===== config.mk =====
export PLATFORM = sky130hd
export DESIGN_NAME = pipe_ctrl
export DESIGN_NICKNAME = d
export VERILOG_FILES = /design/src/rtl/pipe_ctrl_pkg.sv /design/src/rtl/pipe_scoreboard.sv /design/src/rtl/pipe_ctrl.sv
export SDC_FILE = /design/constraint.sdc
export NUM_CORES = 1
export LEC_CHECK = 0
export CAP_MARGIN = 25
export CORE_MARGIN = 10
export CORE_UTILIZATION = 50
export DETAILED_ROUTE_END_ITERATION = 10
export GPL_TIMING_DRIVEN = 0
export PLACE_DENSITY = 0.86
export SLEW_MARGIN = 20
export SYNTH_ARGS = -nofsm -noshare
export SYNTH_HDL_FRONTEND = slang
export SYNTH_SLANG_ARGS = --single-unit

===== constraint.sdc =====
create_clock -name clk -period 9.05 [get_ports clk]
set_input_delay 2.2625 -clock clk [delete_from_list [all_inputs] [get_ports clk]]
set_output_delay 2.2625 -clock clk [all_outputs]
set_load 0.02 [all_outputs]

===== src/rtl/pipe_ctrl_pkg.sv =====
// Shared types and constants for the decode-stage hazard/flush controller.
package pipe_ctrl_pkg;

  localparam int unsigned REG_ADDR_W  = 5;
  localparam int unsigned FLUSH_CNT_W = 4;

  typedef enum logic [0:0] {
    RUN,
    FLUSH
  } pipe_ctrl_state_e;

endpackage


===== src/rtl/pipe_scoreboard.sv =====
// Register scoreboard for long-latency results, with same-cycle writeback bypass.
module pipe_scoreboard
  import pipe_ctrl_pkg::*;
#(
  parameter int unsigned NUM_REGS = 32
) (
  input  logic                  clk,
  input  logic                  rst,
  input  logic                  set_en,
  input  logic [REG_ADDR_W-1:0] set_addr,
  input  logic                  clr_en,
  input  logic [REG_ADDR_W-1:0] clr_addr,
  output logic [NUM_REGS-1:0]   pending,
  output logic [NUM_REGS-1:0]   eff
);

  logic [NUM_REGS-1:0] pending_q, pending_d;
  logic [NUM_REGS-1:0] set_mask, clr_mask;

  always_comb begin
    set_mask = '0;
    clr_mask = '0;
    if (set_en && (set_addr != '0)) set_mask[set_addr] = 1'b1;
    if (clr_en) clr_mask[clr_addr] = 1'b1;
    // Register file is write-through, so a same-cycle writeback already resolves the hazard.
    eff       = pending_q & ~clr_mask;
    pending_d = (pending_q & ~clr_mask) | set_mask;
    pending_d[0] = 1'b0;
  end

  always_ff @(posedge clk or posedge rst) begin
    if (rst) pending_q <= '0;
    else     pending_q <= pending_d;
  end

  assign pending = pending_q;

endmodule


===== src/rtl/pipe_ctrl.sv =====
// Decode-stage stall/flush controller: scoreboard, divider occupancy and mispredict flush FSM.
// Optional saturating perf counters are built when PIPE_CTRL_PERF_EN is defined.
module pipe_ctrl
  import pipe_ctrl_pkg::*;
#(
  parameter int unsigned NUM_REGS     = 32,
  parameter int unsigned FLUSH_CYCLES = 2,
  parameter int unsigned CNT_W        = 32
) (
  input  logic                  clk,
  input  logic                  rst,
  input  logic                  dec_valid,
  input  logic                  dec_rs1,
  input  logic [REG_ADDR_W-1:0] dec_rs1_addr,
  input  logic                  dec_rs2,
  input  logic [REG_ADDR_W-1:0] dec_rs2_addr,
  input  logic                  dec_rd,
  input  logic [REG_ADDR_W-1:0] dec_rd_addr,
  input  logic                  dec_long,
  input  logic                  dec_div,
  input  logic                  wb_valid,
  input  logic [REG_ADDR_W-1:0] wb_rd_addr,
  input  logic                  div_done,
  input  logic                  mispredict,
  output logic                  pipe_stall,
  output logic                  pipe_flush,
  output logic                  issue,
  output logic [NUM_REGS-1:0]   sb_pending
`ifdef PIPE_CTRL_PERF_EN
  ,
  output logic [CNT_W-1:0]      stall_cycles,
  output logic [CNT_W-1:0]      flush_events
`endif
);

  localparam logic [FLUSH_CNT_W-1:0] FlushLoad = FLUSH_CNT_W'(FLUSH_CYCLES - 1);

  pipe_ctrl_state_e       state_q, state_d;
  logic [FLUSH_CNT_W-1:0] cnt_q, cnt_d;
  logic                   div_busy_q, div_busy_d;
  logic [NUM_REGS-1:0]    eff;
  logic                   raw, waw, div_struct, sb_set;

  pipe_scoreboard #(
    .NUM_REGS (NUM_REGS)
  ) u_scoreboard (
    .clk      (clk),
    .rst      (rst),
    .set_en   (sb_set),
    .set_addr (dec_rd_addr),
    .clr_en   (wb_valid),
    .clr_addr (wb_rd_addr),
    .pending  (sb_pending),
    .eff      (eff)
  );

  always_comb begin
    raw        = (dec_rs1 & eff[dec_rs1_addr]) | (dec_rs2 & eff[dec_rs2_addr]);
    waw        = dec_rd & eff[dec_rd_addr];
    div_struct = dec_div & div_busy_q & ~div_done;
    pipe_stall = dec_valid & (raw | waw | div_struct) & (state_q == RUN);
    issue      = dec_valid & ~pipe_stall & ~pipe_flush;
    sb_set     = issue & dec_long & dec_rd;
    // A new divide issuing in the completion cycle keeps the unit busy.
    div_busy_d = (issue & dec_div) | (div_busy_q & ~div_done);
  end

  always_comb begin
    state_d = state_q;
    cnt_d   = cnt_q;
    unique case (state_q)
      RUN: begin
        if (mispredict) begin
          state_d = FLUSH;
          cnt_d   = FlushLoad;
        end
      end
      FLUSH: begin
        if (mispredict)          cnt_d   = FlushLoad;
        else if (cnt_q == '0)    state_d = RUN;
        else                     cnt_d   = cnt_q - 1'b1;
      end
      default: state_d = RUN;
    endcase
  end

  always_ff @(posedge clk or posedge rst) begin
    if (rst) begin
      state_q    <= RUN;
      cnt_q      <= '0;
      div_busy_q <= 1'b0;
    end else begin
      state_q    <= state_d;
      cnt_q      <= cnt_d;
      div_busy_q <= div_busy_d;
    end
  end

  assign pipe_flush = (state_q == FLUSH);

`ifdef PIPE_CTRL_PERF_EN
  logic [CNT_W-1:0] stall_cycles_q, stall_cycles_d;
  logic [CNT_W-1:0] flush_events_q, flush_events_d;

  always_comb begin
    stall_cycles_d = stall_cycles_q;
    flush_events_d = flush_events_q;
    if (pipe_stall && (stall_cycles_q != '1)) stall_cycles_d = stall_cycles_q + 1'b1;
    if (mispredict && (flush_events_q != '1)) flush_events_d = flush_events_q + 1'b1;
  end

  always_ff @(posedge clk or posedge rst) begin
    if (rst) begin
      stall_cycles_q <= '0;
      flush_events_q <= '0;
    end else begin
      stall_cycles_q <= stall_cycles_d;
      flush_events_q <= flush_events_d;
    end
  end

  assign stall_cycles = stall_cycles_q;
  assign flush_events = flush_events_q;
`endif

endmodule


# After elaboration in Yosys (flattened, before gate mapping)
# Cells that the tools add are included.
word_totals:
  reg_bits: 37
  in_bits: 31
classes:
  addsub: 1
  order_cmp: 6
  eq_ne: 2
  mux: 20
  bitwise: 23
  reduce_logical: 6
ops:
  columns: ["op", "count"]
  rows:
  - ["32-bit two-way mux", 2]
  - ["32-bit AND", 1]
  - ["32-bit inverter", 1]
  - ["32-bit bitwise OR", 1]
  - ["5-bit by 6-bit less-than comparator with 1-bit output (second input constant)", 4]
  - ["1-bit binary-select mux with 5-bit select", 3]
  - ["1-bit AND", 13]
  - ["4-bit two-way mux", 3]
  - ["1-bit demux with 5-bit select", 2]
  - ["5-bit by 1-bit >= comparator with 1-bit output (second input constant)", 2]
  - ["1-bit two-way mux", 8]
  - ["4-bit case mux with 2 select lines", 1]
  - ["5-bit nonzero test", 1]
  - ["4-bit logical NOT", 1]
  - ["1-bit bitwise OR", 4]
  - ["4-bit by 1-bit subtractor with 4-bit output (second input constant)", 1]
  - ["1-bit logical AND", 3]
  - ["3-bit != test (second input constant)", 1]
  - ["1-bit inverter", 3]
  - ["2-bit != test (second input constant)", 1]
  - ["1-bit case mux with 2 select lines", 1]
  - ["2-bit AND reduction", 1]

# Logic depth before layout (Yosys ltp)
# Gate-level depths: netlist of run 1.
logic_depth:
  word_depth: 23
  ltp_mapped: 10

# Hierarchy
# Synthesis of run 1 repeated with hierarchy kept, for this count alone.
unflattened:
  hier_cells: 229
  hier_area_um2: 2633.8
modules_own_cells:
  columns: ["mod", "instances", "cells_each", "area_each_um2", "seq_area_each_um2"]
  rows:
  - ["pipe_scoreboard", 1, 124, 1447.6, 775.7]
  - ["pipe_ctrl", 1, 105, 1186.1, 150.1]

# Least setup slack after synthesis of run 1
# Ideal clock, no wire load.
synth_path:
  path_kind: "input-to-output"
  from: "in wb_rd_addr[2]"
  to: "out pipe_stall"
  arrival_time_ps: 4318
  required_ps: 6787
  setup_slack_ps: 2469
  stages: 7
  cell_sequence: "nand2b_1 > o21ai_0 > mux4_2 > mux2_2 > o31ai_1 > nor4_4 > a21boi_0"
synth_between:
  elab_chain_len: 15
  word_cells_on_any_way: 22
  classes_between: "2 x order compare; 9 x mux; 10 x bitwise; 1 x reduce/logical"
synth_rtl:
  columns: ["item", "line", "text"]
  rows:
  - ["start: declaration", "pipe_ctrl.sv:22", "input logic [REG_ADDR_W-1:0] wb_rd_addr,"]
  - ["5-bit by 6-bit less-than comparator with 1-bit output (implied by the code) or 5-bit by 1-bit >= comparator with 1-bit output (tied branches)", "pipe_scoreboard.sv:24", "if (clr_en) clr_mask[clr_addr] = 1'b1;"]
  - ["1-bit logical AND (implied by the code)", "pipe_scoreboard.sv:24", null]
  - ["1-bit two-way mux (implied by the code)", "pipe_scoreboard.sv:24", null]
  - ["1-bit demux with 5-bit select *", null, null]
  - ["32-bit two-way mux *", "pipe_scoreboard.sv:24", null]
  - ["32-bit inverter *", "pipe_scoreboard.sv:26", "eff = pending_q & ~clr_mask;"]
  - ["32-bit AND *", "pipe_scoreboard.sv:26", null]
  - ["1-bit binary-select mux with 5-bit select", "pipe_ctrl.sv:58", "raw = (dec_rs1 & eff[dec_rs1_addr]) | (dec_rs2 & eff[dec_rs2_addr]);"]
  - ["1-bit two-way mux (implied by the code)", "pipe_ctrl.sv:58", null]
  - ["1-bit AND", "pipe_ctrl.sv:58", null]
  - ["1-bit bitwise OR", "pipe_ctrl.sv:58", null]
  - ["1-bit bitwise OR * (2 in a row)", "pipe_ctrl.sv:61", "pipe_stall = dec_valid & (raw | waw | div_struct) & (state_q == RUN);"]
  - ["1-bit AND * (2 in a row)", "pipe_ctrl.sv:61", null]
  - ["end: declaration", "pipe_ctrl.sv:25", "output logic pipe_stall,"]
# Every way passes the cells marked *; elsewhere a longest branch is shown, timed or not. The select of a mux whose other input is x is not followed.

# Final worst setup path of run 1
layout_path:
  from: "in wb_valid"
  to: "out issue"
layout_between:
  elab_chain_len: 14
  word_cells_on_any_way: 20
  classes_between: "7 x mux; 13 x bitwise"
layout_rtl:
  columns: ["item", "line", "text"]
  rows:
  - ["start: declaration", "pipe_ctrl.sv:21", "input logic wb_valid,"]
  - ["32-bit two-way mux *", "pipe_scoreboard.sv:24", null]
  - ["32-bit inverter *", "pipe_scoreboard.sv:26", null]
  - ["32-bit AND *", "pipe_scoreboard.sv:26", null]
  - ["1-bit binary-select mux with 5-bit select", "pipe_ctrl.sv:58", null]
  - ["1-bit two-way mux (implied by the code)", "pipe_ctrl.sv:58", null]
  - ["1-bit AND", "pipe_ctrl.sv:58", null]
  - ["1-bit bitwise OR", "pipe_ctrl.sv:58", null]
  - ["1-bit bitwise OR * (2 in a row)", "pipe_ctrl.sv:61", null]
  - ["1-bit AND * (2 in a row)", "pipe_ctrl.sv:61", null]
  - ["1-bit inverter *", "pipe_ctrl.sv:62", "issue = dec_valid & ~pipe_stall & ~pipe_flush;"]
  - ["1-bit AND * (2 in a row)", "pipe_ctrl.sv:62", null]
  - ["end: declaration", "pipe_ctrl.sv:27", "output logic issue,"]
# Marks and branches as above.

==> results of run 1 <==
[kinds of logic (layout without fill, tap and decap cells)]
| family | after synthesis | count (layout) |
|---|---|---|
| and+or+nand+nor | 107 | 107 |
| AOI/OAI and AO/OA | 106 | 106 |
| DFF | 37 | 37 |
| buffers and inverters | 27 | 92 |
| muxes | 14 | 14 |
| xor gates and xnor gates | 3 | 3 |
| adders and majority gates | 1 | 1 |
| other | 1 | 1 |
[power groups by stage]
stage | registers, mW | clock network (mW) | logic, mW
global route | 0.199 | 0.124 | 0.174
CTS | 0.196 | 0.116 | 0.158
finish | 0.196 | 0.115 | 0.160
floorplan | 0.208 | 0 | 0.0865
global placement | 0.198 | 0 | 0.155
detailed placement | 0.199 | 0 | 0.157
[worst paths after layout]
kind	slack, ns	cells past startpoint	endpoint
min reg2reg	0.52	1	div_busy_q$_DFF_PP0_
max	0.83	9	issue
min in group asynchronous	2.45	2	u_scoreboard.pending[24]$_DFF_PP0_
max in group asynchronous	6.10	2	u_scoreboard.pending[3]$_DFF_PP0_
max reg2reg	6.15	7	u_scoreboard.pending[22]$_DFF_PP0_
min	0.52	1	div_busy_q$_DFF_PP0_
[synth_stat cells (all sizes together) (2+ instances only)]
| library cell | instances | area share [%] |
|---|---|---|
| o21ai | 56 | 11 |
| nor2 | 38 | 5.5 |
| dfrtp | 37 | 36 |
| clkbuf | 12 | 1.7 |
| inv | 12 | 1.7 |
| o31ai | 11 | 3.2 |
| o211ai | 10 | 2.9 |
| mux4 | 9 | 7.8 |
| nand2 | 9 | 1.3 |
| nand3 | 9 | 1.7 |
| or3 | 7 | 1.7 |
| nand2b | 6 | 1.4 |
| nand4 | 6 | 1.4 |
| and3 | 5 | 1.2 |
| nand3b | 5 | 1.4 |
| nor4 | 5 | 1.8 |
| o2111ai | 5 | 1.7 |
| a21oi | 4 | 0.77 |
| mux2i | 4 | 1.5 |
| a22oi | 3 | 0.86 |
| a32oi | 3 | 1.0 |
| nand4b | 3 | 1.0 |
| nand4bb | 3 | 1.3 |
| nor2b | 3 | 0.72 |
| xnor2 | 3 | 1.0 |
| a21boi | 2 | 0.58 |
| clkinv | 2 | 0.29 |
| nor3 | 2 | 0.38 |
| o311ai | 2 | 0.67 |
[registers in the layout, summed over array words and instances, names as in the netlist]
register and cells:
div_busy_q 1, cnt_q 4, pipe_flush 1, u_scoreboard.pending 31
[final cells by class]
cell class | count | area [um2] | share of cell area, %
Tap cell | 70 | 87.6 | 2.62
Clock buffer | 7 | 76.3 | 2.28
Inverter | 14 | 52.6 | 1.57
Buffer | 13 | 52.6 | 1.57
Clock inverter | 1 | 7.51 | 0.224
Timing Repair Buffer | 57 | 571 | 17.1
Multi-Input combinational cell | 232 | 1570 | 47.0
Sequential cell | 37 | 926 | 27.7
[stage by stage]
stage / utilization [%] / cells
5_1_grt: 65.9 / 431
2_1_floorplan: - / 296
6_report: 65.9 / 431
3_3_place_gp: 64.3 / 423
3_5_place_dp: 64.3 / 423
4_1_cts: 65.9 / 431
[routing by layer]
metal  share of wire (%)  vias up  global-route usage (%)
li1                    -     1270                       -
met1                  41     1365                    29.5
met2                  45      193                    35.9
met3                  11       28                    5.95
met4                 3.2        0                    8.74
met5                   0        -                       0
[worst max-delay path, stage by stage]
cell and delay (ns):
clkdlybuf4s50_1 0.62, nand4bb_1 0.30, o21ai_0 0.73, mux4_2 0.39, nor2b_1 0.13, a311oi_1 0.11
a2111oi_4 0.55, and3_1 0.25, clkdlybuf4s50_1 0.61
==> run_results.csv, run 1 <==
group,metric,value,unit
logic_synthesis,postSynthCellCount,296,
timing,hold_viol_final,0,
timing,slew_violations,0,
clocking,cts_hold_buf,0,
power_and_ir_drop,p_leak,1.24,nW
drt,finalWirelength,9780,um
setup_path,critPathKind,"primary input to output pin",
floorplanning,die_area,0.00849,mm2
logic_synthesis,syn-num-nets,328,
setup_path,path_max_fanout,8,
cells_and_area,nNetsFinal,392,
power_and_ir_drop,finalPower,470,uW
place,hpwl,7460,um
power_and_ir_drop,power_switching,165,uW
timing,fin_crit_sh,90.8,%
power_and_ir_drop,p_int,305,uW
global_routing,grt_pass1_wl,15400,um
status,outcome,"finished, final reports clean",
cells_and_area,nFillCells,447,
setup_path,crit_required,6.79,ns
clocking,cts.repair.resized,0,
drt,viasPerCell,6.63,
drt,firstDrtPassIters,5,
drt,vias,2856,
global_routing,groute.usage.overall,22.9,%
worst_hold_path,holdCritPathClass,"flip-flop to flip-flop",
logic_synthesis,muxShareOfSynthArea,9.75,%
logic_synthesis,syn_area,0.00260,mm2
clocking,root_buffer,"clkbuf_8",
clocking,htreeDepth,2,
cells_and_area,syn_to_final_growth,28.5,%
logic_synthesis,synth_edf_count,0,
logic_synthesis,synth_compound_area_share,26.3,%
clocking,clockBufferDepth,2,
logic_synthesis,yosys_warnings,0,
logic_synthesis,synthArstFlopShare,100,%
clocking,clock-sinks,37,
cells_and_area,post_route_cells_drive_above_1_share,6.09,%
power_and_ir_drop,pwr-share-seq,41.7,%
global_routing,grt_start_max_net_pins,38,
clocking,post-cts-setup-buffer-count,0,
timing,fin_crit,8.22,ns
clocking,cts_tree,"yes",
timing,fin_setup_tns,0,ns
place,place_ws,0.885,ns
timing,tightest_slew,0.811,ns
setup_path,cp-start-kind,"primary input",
setup_path,reg2reg_from,"u_scoreboard.pending[24]$_DFF_PP0_",
logic_synthesis,synth_top_family_by_area,"compound AO/OA/AOI/OAI gates",
drt,route.detailed.drc,0,
clocking,cts_buffers,5,
floorplanning,initial_utilization,51.3,%
logic_synthesis,synthAdderAreaFrac,0.481,%
power_and_ir_drop,powerDensity,141,mW/mm2
power_and_ir_drop,swShare,35.1,%
timing,max_freq,122,MHz
clocking,cts.clk_slew.worst_paths,0.08,ns
floorplanning,std_cell_rows,26,
cells_and_area,final_cell_mix,"57 x clkdlybuf4s50_1, 46 x o21ai_0, 38 x nor2_1",
logic_synthesis,synth.yosys.seq_area_share,35.6,%
timing,maxSlewHeadroom,45.4,%
flow_run,maxCapViolations,0,
setup_path,startpoint,"wb_valid",
timing,finalSetupViolCount,0,
global_routing,grt-ovfl-total,0,
floorplanning,coreArea,0.00507,mm2
logic_synthesis,synth_xor_area_share,1.01,%
global_routing,antenna_found_initial,0,
logic_synthesis,synth_simple_gate_area_share,22.7,%
logic_synthesis,ys.flop_type,"dfrtp_1",
floorplanning,die_h,92.2,um
logic_synthesis,ys_types,51,
timing,worst_slack,0.829,ns
place,gp_congestion,0.971,
cells_and_area,final_common_cell,"clkdlybuf4s50_1",
clocking,clk_latency,0.29,ns
floorplanning,fp.dieW,92.2,um
timing,finalClockSkew,0.00432,ns
setup_path,cp-end-kind,"output pin",
power_and_ir_drop,pwr-share-clk,24.4,%
drt,drt_iter0_drc,362,
cells_and_area,fin_area,0.00335,mm2
drt,ant_nets,0,
logic_synthesis,synth_seq_cells,37,
setup_path,critPathArrivalTime,5.96,ns
global_routing,grt_pass1_vias,2818,
place,dpl_cell_area,0.00326,mm2
power_and_ir_drop,max-vdd-ir-drop,0.125,mV
place,port_buffers,57,
worst_hold_path,hp-start,"div_busy_q$_DFF_PP0_",
cells_and_area,diodes,0,
timing,finalHoldWorstSlack,0.523,ns
floorplanning,io_pins,66,
timing,rsz0062_at_grt,"no",
drt,routedWlPerCell,22.7,um
logic_synthesis,synth.avg_cell_area,8.80,um2
power_and_ir_drop,p_comb_share,33.9,%
Power figures use the tool's default switching activity.
==> run 2: changes to the inputs <==
--- a/config.mk
+++ b/config.mk
@@ -6,6 +6,7 @@
 export NUM_CORES = 1
 export LEC_CHECK = 0
 export CAP_MARGIN = 25
+export CORE_ASPECT_RATIO = 1.25
 export CORE_MARGIN = 10
 export CORE_UTILIZATION = 50
 export DETAILED_ROUTE_END_ITERATION = 10
==> run_results.csv, run 2 (same netlist as run 1, synthesis figures left out) <==
group,metric,value,unit
worst_hold_path,hp-start,"div_busy_q$_DFF_PP0_",
timing,fin_crit,8.17,ns
timing,maxSlewHeadroom,49.0,%
cells_and_area,fin_area,0.00337,mm2
setup_path,cp-end-kind,"output pin",
floorplanning,initial_utilization,51.3,%
clocking,cts_hold_buf,0,
drt,vias,2846,
cells_and_area,final_core_util,66.3,%
setup_path,cp_common_cell,"clkdlybuf4s50_1",
clocking,clk_latency,0.29,ns
clocking,post-cts-setup-buffer-count,0,
timing,tightest_slew,0.764,ns
setup_path,path_max_fanout,9,
timing,slew_violations,0,
global_routing,grt-ovfl-total,0,
drt,viasPerCell,6.73,
timing,hold_viol_final,0,
setup_path,path_cells,"clkdlybuf4s50_1 -> or2_2 -> clkbuf_1 -> o21ai_0 -> nor2_1 -> o311ai_0 -> o211ai_1 -> nor4_4 -> and3_1 -> clkdlybuf4s50_1",
clocking,clockBufferDepth,2,
timing,worst_slack,0.885,ns
place,dpl_cell_area,0.00325,mm2
setup_path,reg2reg_from,"u_scoreboard.pending[14]$_DFF_PP0_",
drt,route.detailed.drc,0,
timing,fin_setup_tns,0,ns
cells_and_area,nNetsFinal,392,
clocking,root_buffer,"clkbuf_8",
setup_path,cp_slowest_stage_delay,0.61,ns
timing,fin_crit_sh,90.2,%
setup_path,r2r-end,"u_scoreboard.pending[27]$_DFF_PP0_",
clocking,htreeDepth,2,
setup_path,crit_required,6.79,ns
global_routing,grt_pass1_wl,14600,um
cells_and_area,largest_register_ffs,31,
flow_run,maxCapViolations,0,
cells_and_area,syn_to_final_growth,29.4,%
clocking,cts_tree,"yes",
power_and_ir_drop,p_leak,1.26,nW
drt,finalWirelength,9270,um
setup_path,critical_path.top_delay_family,"buffers and inverters",
setup_path,path_buf_inv,3,
cells_and_area,post_route_cells_drive_above_1_share,6.37,%
worst_hold_path,hold-path-cell-count,1,
clocking,cts_buffers,5,
floorplanning,die_h,101,um
setup_path,r2r_slack,6.30,ns
floorplanning,io_pins,66,
timing,max_freq,122,MHz
worst_hold_path,holdCritPathClass,"flip-flop to flip-flop",
global_routing,groute.usage.overall,21.2,%
setup_path,cp-start-kind,"primary input",
timing,finalSetupViolCount,0,
place,hpwl,7000,um
floorplanning,die_area,0.00851,mm2
clocking,cts.clk_slew.worst_paths,0.07,ns
power_and_ir_drop,max-vdd-ir-drop,0.146,mV
place,gp_congestion,0.959,
power_and_ir_drop,powerDensity,149,mW/mm2
global_routing,antenna_found_initial,0,
global_routing,grt_pass1_vias,2771,
cells_and_area,final_cell_mix,"57 x clkdlybuf4s50_1, 46 x o21ai_0, 38 x nor2_1",
place,place_ws,0.973,ns
place,port_buffers,57,
drt,routedWlPerCell,21.9,um
clocking,cts.repair.resized,0,
timing,finalClockSkew,0.00604,ns
worst_hold_path,holdPathEnd,"div_busy_q$_DFF_PP0_",
drt,drt_iter0_drc,302,
cells_and_area,diodes,0,
floorplanning,fp.dieW,84.5,um
setup_path,crit_path_top_delay_cell,"clkdlybuf4s50_1",
global_routing,grt_start_max_net_pins,38,
timing,rsz0062_at_grt,"no",
status,outcome,"finished, final reports clean",
setup_path,critPathKind,"primary input to output pin",
floorplanning,coreArea,0.00508,mm2
setup_path,critPathArrivalTime,5.90,ns
clocking,clock-sinks,37,
drt,firstDrtPassIters,5,
cells_and_area,final_common_cell,"clkdlybuf4s50_1",
setup_path,rr_worst_depth,7,
drt,ant_nets,0,
floorplanning,std_cell_rows,29,
==> run 2: how the worst max path moves through the flow <==
stage | start | end | slack, ns | cells past startpoint
2_1_floorplan | wb_rd_addr[2] | pipe_stall | 2.47 | 7
3_3_place_gp | wb_rd_addr[2] | issue | 1.0 | 10
3_5_place_dp | wb_rd_addr[2] | issue | 0.97 | 10
4_1_cts | wb_rd_addr[2] | issue | 0.97 | 10
5_1_grt | wb_rd_addr[2] | issue | 0.80 | 10
6_report | wb_rd_addr[2] | issue | 0.88 | 10
==> run 2: cell type report <==
type                    count  area [um2]
repair buffers             57         571
fillers                   428        1710
well taps                  62        77.6
clock buffers               7        86.3
inverters                  14        52.6
plain buffers              13        52.6
flip-flops and latches     37         926
clock inverters             1        30.0
multi-input cells         232        1570
==> run 2: routing by layer <==
metal / GRT usage (%) / share of wire [%] / vias up / routed length, um
li1: - / - / 1266 / -
met1: 25.3 / 38 / 1362 / 3560
met2: 34.5 / 48 / 177 / 4420
met3: 4.77 / 9.7 / 41 / 895
met4: 11.7 / 4.2 / 0 / 390
met5: 0 / 0 / - / 0
==> run 2: power by group <==
| group | internal, mW | total (mW) | switching, mW |
|---|---|---|---|
| registers | 0.183 | 0.196 | 0.0122 |
| logic | 0.0670 | 0.157 | 0.0897 |
| clock network | 0.0899 | 0.149 | 0.0589 |
==> run 2: stage by stage <==
stage / total power, mW / hold slack [ns] / instances
CTS: 0.501 / 0.516 / 423
finish: 0.501 / 0.513 / 423
floorplan: 0.294 / 0.473 / 296
global route: 0.525 / 0.533 / 423
detailed placement: 0.353 / 0.495 / 415
global placement: 0.351 / 0.487 / 415
